==> src/rtl/paddle_ctrl.sv <==
// Paddle centre-row generator for one side of the Pong field.
// Tracks the ball in auto mode or follows debounced buttons in manual mode, moving once per divided tick.
module paddle_ctrl #(
  parameter int unsigned TICK_BITS   = 17,
  parameter int unsigned DEB_CYCLES  = 250000,
  parameter int unsigned PAD_HALF    = 20,
  parameter int unsigned Y_MAX       = 479,
  parameter int unsigned INIT_Y      = 240,
  parameter int unsigned AI_DEADBAND = 4,
  parameter int unsigned ACCEL_TICKS = 8
) (
  input  logic       clk,
  input  logic       reset,
  input  logic       btn_up,
  input  logic       btn_down,
  input  logic       auto_mode,
  input  logic [9:0] ball_y_pos,
  output logic [9:0] paddle_pos,
  output logic       move_tick,
  output logic       paddle_moving
);

  localparam int unsigned POS_W  = 10;
  localparam int unsigned EXT_W  = 11;
  localparam int unsigned DEB_W  = (DEB_CYCLES > 1) ? $clog2(DEB_CYCLES) : 1;
  localparam int unsigned HOLD_W = (ACCEL_TICKS > 0) ? $clog2(ACCEL_TICKS + 1) : 1;

  localparam logic [EXT_W-1:0]  POS_LO   = EXT_W'(PAD_HALF);
  localparam logic [EXT_W-1:0]  POS_HI   = EXT_W'(Y_MAX - PAD_HALF);
  localparam logic [EXT_W-1:0]  DEADBAND = EXT_W'(AI_DEADBAND);
  localparam logic [EXT_W-1:0]  STEP_1   = EXT_W'(1);
  localparam logic [EXT_W-1:0]  STEP_2   = EXT_W'(2);
  localparam logic [HOLD_W-1:0] HOLD_SAT = HOLD_W'(ACCEL_TICKS);
  localparam logic [DEB_W-1:0]  DEB_LAST = DEB_W'(DEB_CYCLES - 1);

  typedef enum logic {MANUAL = 1'b0, AUTO = 1'b1} state_t;

  // Index 0 = up, 1 = down.
  logic [1:0]            btn_raw;
  logic [1:0][1:0]       btn_sync;
  logic [1:0]            deb_lvl;
  logic [1:0][DEB_W-1:0] deb_cnt;
  logic [1:0]            auto_sync;
  logic [TICK_BITS-1:0]  tick_cnt;
  logic                  tick_c;

  state_t            state, state_nxt;
  logic [POS_W-1:0]  pos_nxt;
  logic [HOLD_W-1:0] hold, hold_nxt, hold_eff;
  logic              last_up, last_up_nxt;
  logic              moving_nxt;
  logic [EXT_W-1:0]  pos_ext, ball_ext, step, target, clamped;

  assign btn_raw = {btn_down, btn_up};
  assign tick_c  = &tick_cnt;

  // Synchronizers, debouncers and the free-running move-tick divider.
  always_ff @(posedge clk) begin
    if (reset) begin
      btn_sync  <= '0;
      auto_sync <= '0;
      deb_lvl   <= '0;
      deb_cnt   <= '0;
      tick_cnt  <= '0;
    end else begin
      auto_sync <= {auto_sync[0], auto_mode};
      tick_cnt  <= tick_cnt + TICK_BITS'(1);
      for (int i = 0; i < 2; i++) begin
        btn_sync[i] <= {btn_sync[i][0], btn_raw[i]};
        if (btn_sync[i][1] == deb_lvl[i]) begin
          deb_cnt[i] <= '0;
        end else if (deb_cnt[i] == DEB_LAST) begin
          deb_lvl[i] <= btn_sync[i][1];
          deb_cnt[i] <= '0;
        end else begin
          deb_cnt[i] <= deb_cnt[i] + DEB_W'(1);
        end
      end
    end
  end

  // Mode, position and hold-counter registers.
  always_ff @(posedge clk) begin
    if (reset) begin
      state         <= MANUAL;
      paddle_pos    <= POS_W'(INIT_Y);
      hold          <= '0;
      last_up       <= 1'b0;
      move_tick     <= 1'b0;
      paddle_moving <= 1'b0;
    end else begin
      state         <= state_nxt;
      paddle_pos    <= pos_nxt;
      hold          <= hold_nxt;
      last_up       <= last_up_nxt;
      move_tick     <= tick_c;
      paddle_moving <= moving_nxt;
    end
  end

  // Next mode and position; everything only changes on a tick.
  always_comb begin
    state_nxt   = state;
    pos_nxt     = paddle_pos;
    hold_nxt    = hold;
    last_up_nxt = last_up;
    moving_nxt  = paddle_moving;
    hold_eff    = hold;
    step        = STEP_1;
    pos_ext     = EXT_W'(paddle_pos);
    ball_ext    = EXT_W'(ball_y_pos);
    target      = pos_ext;
    clamped     = pos_ext;

    if (tick_c) begin
      state_nxt = auto_sync[1] ? AUTO : MANUAL;
      if (state_nxt != state) hold_eff = '0;

      if (state_nxt == AUTO) begin
        if (ball_ext > pos_ext + DEADBAND) begin
          target = pos_ext + STEP_1;
        end else if (ball_ext + DEADBAND < pos_ext) begin
          target = pos_ext - STEP_1;
        end
        hold_nxt = hold_eff;
      end else if (deb_lvl[0] ^ deb_lvl[1]) begin
        if (deb_lvl[0] != last_up) hold_eff = '0;
        step = (hold_eff < HOLD_SAT) ? STEP_1 : STEP_2;
        if (deb_lvl[0]) begin
          target = (pos_ext < step) ? '0 : pos_ext - step;
        end else begin
          target = pos_ext + step;
        end
        hold_nxt    = (hold_eff < HOLD_SAT) ? hold_eff + HOLD_W'(1) : hold_eff;
        last_up_nxt = deb_lvl[0];
      end else begin
        hold_nxt = '0;
      end

      if (target < POS_LO) begin
        clamped = POS_LO;
      end else if (target > POS_HI) begin
        clamped = POS_HI;
      end else begin
        clamped = target;
      end

      pos_nxt    = POS_W'(clamped);
      moving_nxt = (pos_nxt != paddle_pos);
    end
  end

endmodule

==> config.mk <==
export PLATFORM = sky130hd
export DESIGN_NAME = paddle_ctrl
export DESIGN_NICKNAME = d
export VERILOG_FILES = /design/src/rtl/paddle_ctrl.sv
export SDC_FILE = /design/constraint.sdc
export NUM_CORES = 1
export LEC_CHECK = 0
export ABC_AREA = 1
export CORE_MARGIN = 1
export CORE_UTILIZATION = 53
export DETAILED_ROUTE_END_ITERATION = 8
export MAX_ROUTING_LAYER = met4
export PLACE_DENSITY = 0.82
export SKIP_CTS_REPAIR_TIMING = 1
export SYNTH_ARGS = -nofsm -noshare
export SYNTH_HDL_FRONTEND = slang
export SYNTH_SLANG_ARGS = --single-unit
==> constraint.sdc <==
create_clock -name clk -period 8.2 [get_ports clk]
set_input_delay 2.05 -clock clk [delete_from_list [all_inputs] [get_ports clk]]
set_output_delay 2.05 -clock clk [all_outputs]
set_load 0.02 [all_outputs]
---- Word level (Yosys, flattened, before mapping) ----
Index checks and enable logic that the tools add are counted.
word-level totals
  bits in registers ....................... 79
  logic and storage cells ................. 67
cells by class
  eq/ne operators ......................... 7
  reduce and logical (&&, ||, !) cells .... 6
  magnitude comparators ................... 6
  bitwise gates (word level) .............. 4
  add/subtract/negate cells ............... 10
  multiplexer cells ....................... 20
operator list
  cell                     number
  $mux W11                 7
  $add A18 B1 Y18 const B  2
  $eq A18 B18 Y1 const B   2
  $mux W4                  8
  $mux W10                 3
  $add A10 B3 Y11 const B  2
  $reduce_and A19 Y1       1
  $add A17 B1 Y17 const B  1
  $reduce_and A17 Y1       1
  $add A10 B1 Y11 const B  1
  $add A10 B2 Y11          1
  $gt A10 B11 Y1           1
  $gt A11 B9 Y1 const B    1
  $lt A11 B10 Y1           1
  $lt A11 B5 Y1 const B    1
  $sub A10 B1 Y11 const B  1
  $sub A10 B2 Y11          1
  $lt A10 B2 Y1            1
  $ne A10 B10 Y1           1
  $reduce_or A3 Y1         2
  $add A4 B1 Y4 const B    1
  $lt A4 B4 Y1 const B     1
  $reduce_and A2 Y1        2
  $not A1 Y1               3
  other kinds (5)          7

---- Longest topological paths before layout ----
Gate-level depths: netlist (run 1).
  depth in word-level cells ............... 20
  gate-level depth with buffers ........... 30

---- Worst setup path before layout (run 1) ----
Ideal clock, no wire load.
  path type ............................... input to register
  start point ............................. input port ball_y_pos[2]
  end point ............................... register paddle_moving
  setup time .............................. 0.117 ns
  path buffers ............................ 1
  stages .................................. 26
  path slack .............................. 3.388 ns
  arrival time ............................ 4.695 ns
  path through ............................ ha_1 nand3_1 nand3b_1 xnor2_1 ha_1 a21oi_1 o21bai_1 nor2_2 nand2_1 buf_4 nand2_1 nand2_1 nand2_1 nand2_1 a21oi_1 nand2_1 nand2_1 nand2_2 nand3_1 nand2_1 nand2_1 nand2_1 nor2_1 nand2_1 nor2_1 nor2_1
between the ends
  cells in the longest elaborated chain, start to end .. 11
RTL lines
  element                 RTL line  RTL
  start: declaration      17        input logic [9:0] ball_y_pos,
  $add A10 B3 Y11         122       end else if (ball_ext + DEADBAND < pos_ext) begin
  $lt A11 B10 Y1          122
  $mux W11                122
  $mux W11 *              120       if (ball_ext > pos_ext + DEADBAND) begin
  $mux W11 *              119       if (state_nxt == AUTO) begin
  $mux W11 *              115       if (tick_c) begin
  $gt A11 B9 Y1           142       end else if (target > POS_HI) begin
  $mux W10                142
  $mux W10 *              140       if (target < POS_LO) begin
  $mux W10 *              115
  $ne A10 B10 Y1 *        149       moving_nxt = (pos_nxt != paddle_pos);
  end signal: assignment  97        paddle_moving <= moving_nxt;
  end: declaration        20        output logic paddle_moving
Mark *: on every way between the ends. The rest lies on a longest branch, timed or not. The select of a mux whose other input is x is not followed.
A chain may end at the register's enable or synchronous reset.

---- Worst setup path after layout (run 1) ----
Ends and elaborated chain as after synthesis.

==> results by stage, run 1 <==
Yosys:
- In the synthesized netlist the async set-or-reset flop fraction comes to 0.
- The area of the mapped netlist is 5533 um2.
- The synthesized design contains 0 enable-type register cells.
- Counting every net in the synthesized netlist gives 878.
- The count of synthesis-stage warnings from yosys is 0.
- In the synthesized netlist the dominant register cell turns out to be dfxtp_1.
- Of the synthesized area, sequential elements account for 0.2858.
- The flop and latch count out of synthesis is 79.
- The mean instance size in the synthesized netlist is 6.682 um2.
- In the synthesized netlist, the number of instances is 828.
- The synthesized netlist contains 45 unique library cells.

Global route:
- For this run, global-route usage on met1 was measured as 0.3358.
- Across every metal layer, demand over resource in global routing totals 0.2573.
- The met3 demand-to-capacity share in global routing is 0.05138.
- The largest net degree at the start of global routing is 21.
- The global routing stage identified its most utilized layer as met2.
- In the global route stage, met2 resource usage came out at 0.3957.
- For this run the aggregate overflow at the end of global routing stands at 0.
- The number of antenna violations at the first check in global routing was 0.
- The via count of the first global-routing pass is 4740.
- The first global-routing pass estimated 21920 um of wire.

Worst setup path:
- The end point of the critical path is paddle_moving.
- At the worst endpoint, the arrival time is 5.84 ns.
- The critical path is of the in2reg type.
- The top cell family by delay on the critical path is simple AND/OR/NAND/NOR gates.
- For flop-to-flop paths, the worst setup slack is 3.94 ns.
- The worst register-to-register path begins at paddle_pos[2].
- The slowest stage of the critical path belongs to the cell clkdlybuf4s50_1.
- In this design, the stage delay of the slowest critical-path cell is 0.53 ns.
- The launch point of the critical path is ball_y_pos[2].
- The element type at the critical path start is a primary input.
- The endpoint class of the critical path is a flip-flop.
- The length in cells of the worst reg-to-reg path is 23.
- The most numerous cell type found on the critical path is nand2_1.
- The maximum fanout along the worst path is 13.
- The endpoint identified for the worst register-to-register timing path is paddle_moving.
- The critical path required time is 8.45 ns.
- The number of logic stages on the critical path including buffering is 26.
- The total buffers and inverters traversed by the critical path is 1.

Outcome:
- The run finished with clean final reports.

Timing:
- The actual transition at the worst max-transition pin is 0.7690 ns.
- The final hold violation count is 0.
- The smallest clock period supported by the final layout is computed as 5.585 ns.
- Setup repair after global routing left no endpoint under its margin.
- The tightest hold path in the finished design has a slack of 0.4049 ns.
- The setup total negative slack is 0 ns.
- The setup-violating endpoint count in the final report is 0.
- The final count of pins violating max slew is 0.
- The maximum clock rate is 0.1791 GHz.
- Of the available clock period, the critical path in the final layout requires 0.6810.
- The worst pin sits at a relative slew slack of 0.4866.
- The clock skew is 0.008677 ns.

Drt:
- The total via count in the routed design is 5265.
- For this run, the detailed router's first-pass iteration total came to 5.
- After detailed routing, the average wire length per cell comes to 13.14 um.
- The remaining antenna violation count is 0.
- The via count normalized by instance count is 5.362.
- The post-route DRC violation count is 0.
- The final routed wirelength across all metal layers is 12900 um.
- The detailed router finished its first iteration with 476 violations.

CTS:
- The number of buffers inserted during clock tree synthesis is 9.
- In this run the number of H-tree levels came out at 3.
- The CTS sink count is 79.
- The clock passes through at most 2 buffers.
- The root buffer cell chosen for the clock tree is clkbuf_8.
- The clock input transition at the sequential cells of the worst setup and hold paths is 0.08 ns.
- TritonCTS built the clock tree.
- The clock insertion delay at the later pin of the skew report is 0.36 ns.

Floorplan:
- The floorplan step defined a die boundary enclosing 10850 um2.
- The number of rows created at floorplan is 36.
- The initial core utilization is 0.5558.
- The I/O pin count is 27.
- The chip width is 104.2 um.
- The die boundary height is 104.2 um.
- The core region area is 9955 um2.

Placement:
- In this run the tool buffered the top-level ports with 26 buffer cells.
- At the end of routability-driven placement, the weighted congestion stood at 0.9707.
- The HPWL after detailed placement is 9419 um.

Power:
- The share of total power dissipated in combinational logic is 0.073.
- In this run the power density over the cells is 130.9 nW/um2.
- The leakage power total is 0.002559 uW.
- For this design the total switching power over the nets is 182.4 uW.
- Of the total power, registers draw 0.489.
- The proportion of total power due to net switching is 0.2297.
- Across the VDD grid, the largest voltage drop is 0.0001288 V.
- The power share of the clock group is 0.438.
- The cell internal power dissipation is 611.8 uW.

Cells and area:
- Fill cells in the final layout number 936.
- The total area of sequential cells is 1582 um2.
- After the last flow step, the layout net total stands at 894.
- The final antenna diode count is 0.
- The area growth from synthesis to layout is 9.679%.
- The multi-input logic area is 3432 um2.
- The proportion of layout cells with a drive suffix above 1 is 0.05065.

Run:
- Across the run, the number of max-cap violations was 0.

Hold path:
- The path class of the tightest hold or removal check is reg2reg.
[final cells by class]
cell class / instances / area share
Sequential cell: 79 / 0.2606
Multi-Input combinational cell: 626 / 0.5656
Clock inverter: 7 / 0.02000
Tap cell: 133 / 0.02742
Timing Repair Buffer: 26 / 0.04289
Inverter: 102 / 0.06309
Clock buffer: 9 / 0.02041
[tightest hold or removal path, cell delays in order, from the launching register on]
cell and delay [ns]:
dfxtp_1 0.30, inv_1 0.04, nor2_1 0.03
[through the flow]
step | instances | power, uW | cell area (um2) | worst slack, ns | utilization
after floorplan | 828 | 438.4 | 5533 | 3.388 | -
after global placement | 966 | 453.6 | 5823 | 2.422 | 0.5850
after detailed placement | 966 | 454.4 | 5823 | 2.342 | 0.5850
after CTS | 982 | 799.7 | 6068 | 2.703 | 0.6096
after global routing | 982 | 825.2 | 6068 | 2.215 | 0.6096
final | 982 | 794.3 | 6068 | 2.615 | 0.6096
[state kept, by name, summed over array words and instances, names as in the netlist]
signal and flops:
auto_sync 2, btn_sync 4, deb_cnt 36, deb_lvl 2, hold 4, last_up 1
move_tick 1, paddle_moving 1, paddle_pos 10, state 1, tick_cnt 17
[worst min-delay path by stage]
stage | from | to | depth (start not counted)
after floorplan | auto_sync[0] | auto_sync[1] | 2
after global placement | btn_sync[0] | btn_sync[1] | 2
after detailed placement | btn_sync[0] | btn_sync[1] | 2
after CTS | btn_sync[2] | btn_sync[3] | 2
after global routing | btn_sync[2] | btn_sync[3] | 2
final | btn_sync[2] | btn_sync[3] | 2
[cells by family (layout without fill, tap and decap cells)]
group,Yosys count,in the layout,share of synthesized area
buffers and inverters,123,144,0.09385
AOI/OAI and AO/OA,114,114,0.1201
xor gates and xnor gates,43,43,0.06807
adders and majority gates,35,35,0.08186
and+or+nand+nor,434,434,0.3503
DFF,79,79,0.2858
[power groups by stage]
| stage | sequential, uW | combinational (uW) | clock, uW |
|---|---|---|---|
| detailed placement | 398 | 56.7 | 0 |
| global route | 389 | 65.4 | 371 |
| floorplan | 396 | 42.0 | 0 |
| CTS | 389 | 57.1 | 354 |
| global placement | 398 | 56.1 | 0 |
| finish | 389 | 57.7 | 348 |
[synthesized netlist by cell type (3+ instances only)]
library cell / number / area [um2]
nor2_1: 114 / 427.9
inv_2: 5 / 18.77
o22ai_1: 7 / 43.79
clkbuf_1: 8 / 30.03
buf_2: 4 / 20.02
o211ai_1: 3 / 22.52
o21bai_1: 3 / 22.52
a31oi_1: 9 / 56.30
ha_1: 33 / 412.9
inv_1: 94 / 352.8
o21ai_1: 6 / 30.03
o21a_1: 5 / 37.54
xor2_1: 35 / 306.5
and3_1: 3 / 18.77
nand2_2: 6 / 37.54
nand2_4: 4 / 45.04
buf_6: 5 / 56.30
buf_4: 4 / 30.03
a22oi_1: 3 / 22.52
nor3_1: 17 / 85.08
o21ai_0: 29 / 145.1
nor3b_1: 12 / 90.09
nand2_1: 191 / 716.9
dfxtp_1: 79 / 1582
nor4_1: 5 / 31.28
nand3_1: 56 / 280.3
clkinv_1: 3 / 11.26
xnor2_1: 8 / 70.07
nand4_1: 10 / 62.56
nand3b_1: 5 / 37.54
nor2_2: 4 / 25.02
a21oi_1: 39 / 195.2
[placed cells by master (no fill, tap or decap), types with 4 or more instances in the layout]
master           Yosys  layout
a21oi_1             39      39
a31oi_1              9       9
clkbuf_8             0       9
clkdlybuf4s50_1      0      26
dfxtp_1             79      79
ha_1                33      33
inv_1               94      94
inv_2                5       5
nand2_1            191     191
nand2_2              6       6
nand2_4              4       4
nand3_1             56      56
nand3b_1             5       5
nand4_1             10      10
nor2_1             114     114
nor2_2               4       4
nor3_1              17      17
nor3b_1             12      12
nor4_1               5       5
o21a_1               5       5
o21ai_0             29      29
o21ai_1              6       6
o22ai_1              7       7
xnor2_1              8       8
xor2_1              35      35
[metal layers]
metal,share of wire,vias up
met4,0.021,0
met1,0.46,2346
met3,0.085,21
met5,0,-
met2,0.43,177
li1,-,2721
(Power assumes the default switching activity.)
==> run 2: changes to the inputs <==
--- a/config.mk
+++ b/config.mk
@@ -10,7 +10,7 @@
 export CORE_UTILIZATION = 53
 export DETAILED_ROUTE_END_ITERATION = 8
 export MAX_ROUTING_LAYER = met4
-export PLACE_DENSITY = 0.82
+export PLACE_DENSITY = 0.84
 export SKIP_CTS_REPAIR_TIMING = 1
 export SYNTH_ARGS = -nofsm -noshare
 export SYNTH_HDL_FRONTEND = slang
==> constraint.sdc (replaced) <==
create_clock -name clk -period 4.86 [get_ports clk]
set_input_delay 1.215 -clock clk [delete_from_list [all_inputs] [get_ports clk]]
set_output_delay 1.215 -clock clk [all_outputs]
set_load 0.02 [all_outputs]
==> run 2 against run 1 <==
Compared with the run above:
- sequential share of layout area shrank 0.28 points
- critical path depth shrank 2
- wire length shrank 0.41%
- utilization grew 0.67 points
- first-iteration DRC count grew 0.21%
- register-to-register slack lost 3.1 ns
- largest power group unchanged
==> results by stage, run 2 (synthesized netlist as in run 1, its figures left out) <==
Outcome:
- The run finished with clean final reports.

Worst setup path:
- For this design, the slowest cell found on the critical path is clkdlybuf4s50_1.
- The critical path required time is 5.11 ns (-3.34 ns).
- Counting stages on the worst path, the most repeated cell is nand2_1.
- The worst setup path is captured at a flip-flop.
- The maximum fanout along the worst path was 10 (-3).
- The element type at the critical path start is a primary input.
- The critical path class is in2reg.
- The destination of the worst register-to-register timing path is paddle_moving.
- The length in cells of the worst reg-to-reg path is 23 (unchanged).
- The source of the worst register-to-register timing path is deb_lvl[0].
- The delay contributed by the slowest stage of the critical path was 0.53 ns (about the same).
- The worst endpoint data arrival time is 4.65 ns (-1.19 ns).
- The register-to-register setup slack came to 0.84 ns (-3.10 ns).
- Walking the worst path, the cells encountered are clkdlybuf4s50_1 -> ha_1 -> nand3_1 -> nand3b_1 -> xnor2_1 -> ha_1 -> a21oi_1 -> o21bai_1 -> nor2_2 -> buf_4 -> nand3_1 -> nand2_1 -> nand2_1 -> nand2_1 -> a21oi_1 -> buf_4 -> nor3_1 -> nand3_2 -> nand3_1 -> nand2_1 -> nor2_1 -> nand2_1 -> nor2_1 -> nor2_1.

Global route:
- The via count of the first global-routing pass is 4901 (+3.4%).
- The largest net degree at the start of global routing is 19 (-9.5%).
- The aggregate global routing overflow is 0 (unchanged).
- The global routing usage summed across all routing layers is 0.2557 (-0.001680).
- The wire length of the first global-routing pass is 21940 um (about the same).
- The number of antenna violations at the first check in global routing is 0 (unchanged).

Timing:
- The setup total negative slack is 0 ns (unchanged).
- The clock skew came to 0.01184 ns (+0.003162 ns).
- The final hold violation count is 0 (unchanged).
- The setup-violating endpoint count in the final report is 0 (unchanged).
- The final period utilization is 0.9048.
- The final count of pins violating max slew is 0 (unchanged).
- The actual transition at the worst max-transition pin is 0.6494 ns (-0.1197 ns).
- The maximum clock rate is 0.2274 GHz.
- Setup repair after global routing left no endpoint under its margin.
- The worst relative slew slack is 0.5659 (+0.07928).
- The clock period minus worst slack is 4.397 ns.

Power:
- The power share of the clock group is 0.418 (-0.020).
- The cell area power density is 211.5 nW/um2 (+62%).
- The combinational share of power is 0.079 (+0.006).
- The switching power is 312.2 uW (+71%).
- The worst vdd rail ir drop is 0.0001878 V (+46%).
- The proportion of total power due to net switching is 0.2406 (+0.01087).
- The cell internal power dissipation is 985.4 uW (+61%).
- The sequential group share of total power is 0.504 (+0.015).
- The leakage power total is 0.002607 uW (+1.9%).

Cells and area:
- The final antenna diode count is 0 (unchanged).
- The proportion of layout cells with a drive suffix above 1 is 0.06388 (+0.01323).
- The final cell utilization of the core is 0.6163 (+0.006661).
- The number of inserted filler cells in the final layout came to 920 (-1.7%).
- The register ranked first by flip-flop count is deb_cnt.
- The top cell types in the final layout, fill and taps aside, are nand2_1 (190), nor2_1 (114), inv_1 (94), dfxtp_1 (79), nand3_1 (56).
- The largest registers in the layout are deb_cnt: 36 flops, tick_cnt: 17 flops, paddle_pos: 10 flops.
- The number of flip-flops under the largest register name was 36 (unchanged).
- The count of non-filler cells in the finished layout is 994 (+1.2%).
- The final net count is 906 (+1.3%).
- Leaving out fill and tap cells, the most frequent cell in the layout is nand2_1.
- The area growth from synthesis to layout is 10.88%.

Drt:
- The number of search-and-repair iterations in the first detailed-routing pass is 6 (+1).
- The remaining antenna violation count came to 0 (unchanged).
- The total via count in the routed design is 5341 (+1.4%).
- The average wire length per cell after detail routing is 12.93 um (-1.6%).
- The post-route DRC violation count is 0 (unchanged).
- The starting DRC count in detailed routing is 477 (+0.21%).
- The final routed wirelength across all metal layers is 12850 um (-0.41%).
- The via count normalized by instance count is 5.373 (+0.22%).

Placement:
- The HPWL after detailed placement is 9613 um (+2.1%).
- The total instance count after detailed placement is 978 (+1.2%).
- The weighted congestion reported at the end of routability-driven placement was 1.009 (+4.0%).
- The number of I/O port buffers was 26 (unchanged).

Floorplan:
- The chip width is 104.2 um (unchanged).
- The number of rows created at floorplan is 36 (unchanged).
- The initial core utilization was 0.5558 (unchanged).
- The I/O pin count is 27 (unchanged).
- The full die area is 10850 um2 (unchanged).
- The core region area is 9955 um2 (unchanged).
- The die boundary height is 104.2 um (unchanged).

CTS:
- The clock insertion delay at the later pin of the skew report is 0.36 ns (about the same).
- Clock tree synthesis selected as its root buffer the cell clkbuf_8.
- TritonCTS built the clock tree.
- The clock input transition at the sequential cells of the worst setup and hold paths came to 0.08 ns (about the same).
- The CTS sink count was 79 (unchanged).
- The number of buffers inserted during clock tree synthesis was 9 (unchanged).
- The total number of H-tree levels was 3 (unchanged).
- The maximum clock insertion buffer count is 2 (unchanged).

Hold path:
- The worst hold path depth is 2 (unchanged).
- The worst hold path terminates at btn_sync[3].
- In this run the worst hold path is classified as reg2reg.
- The launch point of the worst hold path is btn_sync[2].

Run:
- The reported max-cap violation count is 0 (unchanged).
## run 2: area by class of cell
type	instances	area, um2	share of cell area
Timing Repair Buffer	38	350.3	0.05711
Multi-Input combinational cell	626	3435	0.5599
Tap cell	133	166.4	0.02713
Sequential cell	79	1582	0.2578
Inverter	102	382.9	0.06241
Clock buffer	10	127.6	0.02080
Clock inverter	6	91.34	0.01489
## run 2: how the worst max path moves through the flow
stage / startpoint / to
6_report: ball_y_pos[2] / paddle_moving
2_1_floorplan: ball_y_pos[2] / paddle_moving
4_1_cts: ball_y_pos[2] / paddle_moving
3_3_place_gp: ball_y_pos[2] / paddle_moving
5_1_grt: ball_y_pos[2] / paddle_moving
3_5_place_dp: ball_y_pos[2] / paddle_moving
## run 2: through the flow
step / total power (uW) / setup slack [ns] / area [um2] / hold WS (ns)
after global placement: 768.5 / 0.1139 / 5913 / 0.3906
after floorplan: 739.6 / 0.8828 / 5533 / 0.3883
final: 1298 / 0.4628 / 6135 / 0.4060
after global routing: 1353 / 0.08555 / 6135 / 0.4344
after detailed placement: 769.4 / 0.06526 / 5913 / 0.3961
after CTS: 1307 / 0.4290 / 6132 / 0.4088
## run 2: per-layer routing
layer,part of all wire,global-route usage,vias up
met5,0,-,-
met4,0.028,0.1071,0
met3,0.086,0.04762,34
met2,0.43,0.3881,186
met1,0.46,0.3333,2364
li1,-,-,2757
## run 2: power by group through the flow
stage / clock, uW / sequential (uW) / combinational [uW]
after detailed placement: 0 / 669 / 100
after global routing: 582 / 655 / 116
after floorplan: 0 / 669 / 70.9
after CTS: 553 / 654 / 101
after global placement: 0 / 669 / 99.4
final: 542 / 654 / 102
## run 2: worst max-delay path, delay by kind of cell
kind | cells | cell delay (ns)
buffers and inverters | 3 | 0.84
adder cells (fa/ha/maj) | 2 | 0.49
XOR/XNOR | 1 | 0.14
AND/OR/NAND/NOR | 15 | 1.64
AO/OA/AOI/OAI | 3 | 0.31
==> run 3: changes to the inputs <==
--- a/config.mk
+++ b/config.mk
@@ -7,10 +7,10 @@
 export LEC_CHECK = 0
 export ABC_AREA = 1
 export CORE_MARGIN = 1
-export CORE_UTILIZATION = 53
+export CORE_UTILIZATION = 55
 export DETAILED_ROUTE_END_ITERATION = 8
 export MAX_ROUTING_LAYER = met4
-export PLACE_DENSITY = 0.84
+export PLACE_DENSITY = 0.87
 export SKIP_CTS_REPAIR_TIMING = 1
 export SYNTH_ARGS = -nofsm -noshare
 export SYNTH_HDL_FRONTEND = slang
==> run 3 against run 2 <==
Compared with the run above:
- final cell count fell by 0.40%
- via count rose by 0.36%
- count of clock-buffer cells in the layout fell by 1
- critical path type unchanged
- die area fell by 3.6%
- setup slack improved by 0.045 ns
- wire length rose by 0.27%
- utilization rose by 0.73 points
- cell area fell by 0.65%
- largest cell class unchanged
- largest power group unchanged
==> results by stage, run 3 (synthesized netlist as in run 1, its figures left out) <==
Worst setup path:
- The total buffers and inverters traversed by the critical path is 1 (-2).
- The delay contributed by the slowest stage of the critical path is 0.53 ns (about the same).
- The maximum fanout along the worst path is 13 (+3).
- The most common cell type on the critical path is nand2_1.
- The worst endpoint data arrival time is 4.62 ns (-0.03 ns).
- The critical path required time was 5.13 ns (+0.02 ns).
- For this design, the slowest cell found on the critical path is clkdlybuf4s50_1.
- The signal on the critical path passes through clkdlybuf4s50_1 -> ha_1 -> nand3_1 -> nand3b_1 -> xnor2_1 -> ha_1 -> a21oi_1 -> o21bai_1 -> nor2_2 -> nand2_2 -> nand2_1 -> nand2_1 -> nand2_1 -> nand2_1 -> nand2_1 -> nand2_1 -> nor3_1 -> nand3_2 -> nand3_1 -> nand2_1 -> nor2_1 -> nand2_1 -> nor2_1 -> nor2_1.
- The endpoint class of the critical path is a flip-flop.
- The top cell family by delay on the critical path is simple AND/OR/NAND/NOR gates.
- The critical path class is in2reg.
- STA classifies the critical path startpoint as a primary input.

CTS:
- The clock insertion delay at the later pin of the skew report was 0.37 ns (about the same).
- The TritonCTS clock tree is yes.
- The clock input transition at the sequential cells of the worst setup and hold paths is 0.09 ns (about the same).
- The total number of H-tree levels is 3 (unchanged).
- The maximum clock insertion buffer count is 2 (unchanged).
- The number of buffers inserted during clock tree synthesis is 9 (unchanged).
- The CTS sink count is 79 (unchanged).
- The clock tree root buffer cell is clkbuf_8.

Drt:
- The number of search-and-repair iterations in the first detailed-routing pass was 6 (unchanged).
- The via count normalized by instance count was 5.414 (+0.76%).
- The final routed wirelength across all metal layers came to 12890 um (+0.27%).
- The total via count in the routed design is 5360 (+0.36%).
- The post-route DRC violation count is 0 (unchanged).
- The remaining antenna violation count was 0 (unchanged).
- The average wire length per cell after detail routing was 13.02 um (+0.68%).
- The starting DRC count in detailed routing is 398 (-17%).

Timing:
- The setup total negative slack came to 0 ns (unchanged).
- The final worst-path setup slack was 0.5073 ns (+0.04451 ns).
- The final count of pins violating max slew is 0 (unchanged).
- The final period utilization is 0.8956 (-0.009159).
- The maximum clock rate is 0.2297 GHz (+1.0%).
- The final hold violation count is 0 (unchanged).
- The actual transition at the worst max-transition pin is 0.7108 ns (+0.06138 ns).
- The clock skew was 0.01309 ns (+0.001254 ns).
- Setup repair after global routing left no endpoint under its margin.
- The setup-violating endpoint count in the final report came to 0 (unchanged).
- The clock period minus worst slack came to 4.353 ns (-0.04451 ns).
- The worst relative slew slack is 0.5247 (-0.04119).

Cells and area:
- The most common cell after layout, fill and taps aside is nand2_1.
- Compared with the post-synthesis result, the final layout area differs by 10.15%.
- The proportion of layout cells with a drive suffix above 1 is 0.06068 (-0.003202).
- The final net count is 902 (-0.44%).
- The largest registers in the layout are deb_cnt: 36 flops, tick_cnt: 17 flops, paddle_pos: 10 flops.
- Leaving out fill and tap cells, the most frequent cells in the layout are nand2_1 (190), nor2_1 (114), inv_1 (94), dfxtp_1 (79), nand3_1 (56).
- The number of flip-flops under the largest register name is 36 (unchanged).
- The register ranked first by flip-flop count is deb_cnt.
- The final antenna diode count is 0 (unchanged).

Floorplan:
- The full die area is 10460 um2 (-3.6%).
- The core region area is 9774 um2 (-1.8%).
- The number of rows created at floorplan came to 36 (unchanged).
- The chip width is 102.3 um (-1.8%).
- The initial core utilization is 0.5661 (+0.01025).
- The die boundary height is 102.3 um (-1.8%).
- The I/O pin count came to 27 (unchanged).

Placement:
- The weighted congestion reported at the end of routability-driven placement is 1.071 (+6.1%).
- The HPWL after detailed placement was 9605 um (about the same).
- The number of I/O port buffers was 26 (unchanged).
- The post-placement worst setup slack is 0.03267 ns (-0.03259 ns).

Power:
- The overall power after layout is 1274 uW (-1.8%).
- The cell area power density is 209.1 nW/um2 (-1.2%).
- The leakage power total is 0.002574 uW (-1.3%).
- The worst vdd rail ir drop was 0.0002063 V (+9.9%).

Hold path:
- The worst hold path belongs to the class reg2reg.

Global route:
- The global routing usage summed across all routing layers was 0.2762 (+0.02055).
- The wire length of the first global-routing pass is 22140 um (+0.91%).
- The via count of the first global-routing pass is 4853 (-0.98%).
- The number of antenna violations at the first check in global routing was 0 (unchanged).
- The largest net degree at the start of global routing came to 19 (unchanged).
- The aggregate global routing overflow is 0 (unchanged).

Run:
- The reported max-cap violation count is 0 (unchanged).

Outcome:
- The flow ran to the end, and the final reports show no timing, DRC or antenna violations.
run 3: cell types whose count changed in the layout (fill, tap and decap cells not counted):
cell,delta
inv_8,+2
clkinv_2,-1
clkbuf_1,-1
buf_4,-4
bufinv_16,-1
clkinv_4,-1
clkinvlp_4,+2
run 3: worst paths after layout:
kind / cells past startpoint / to / start / slack [ns]
worst max-delay path: 24 / paddle_moving / ball_y_pos[2] / 0.51
worst min register to register: 2 / btn_sync[1] / btn_sync[0] / 0.40
worst max register to register: 20 / paddle_moving / paddle_pos[3] / 0.77
worst min-delay path: 2 / btn_sync[1] / btn_sync[0] / 0.40
run 3: worst min-delay path: cells and delay by family, from the launching register on:
family	cells	cell delay (ns)
buffers and inverters	1	0.04
DFF	1	0.30
and+or+nand+nor	1	0.03
run 3: cell type report:
type / count / area, um2
Clock buffer: 9 / 123.9
Clock inverter: 7 / 85.08
Fill cell: 891 / 3680
Inverter: 102 / 382.9
Multi-Input combinational cell: 626 / 3435
Sequential cell: 79 / 1582
Tap cell: 133 / 166.4
Timing Repair Buffer: 34 / 320.3
run 3: power by group:
group	leakage (uW)	total, uW	internal (uW)	switching (uW)
combinational	0.00184	101	40.6	60.0
clock	0.000100	518	248	270
sequential	0.000638	656	652	4.19
run 3: routing by layer:
metal / vias to the layer above / track usage / part of all wire
li1: 2744 / - / -
met1: 2372 / 0.3465 / 0.45
met2: 207 / 0.4445 / 0.45
met3: 37 / 0.04993 / 0.074
met4: 0 / 0.09780 / 0.027
met5: - / - / 0
run 3: through the flow:
step,util,hold WS [ns],area (um2),instances
floorplan,-,0.3883,5533,828
global placement,0.6019,0.3949,5883,974
detailed placement,0.6019,0.3941,5883,974
CTS,0.6233,0.4013,6092,990
global route,0.6235,0.4237,6095,990
finish,0.6235,0.4008,6095,990
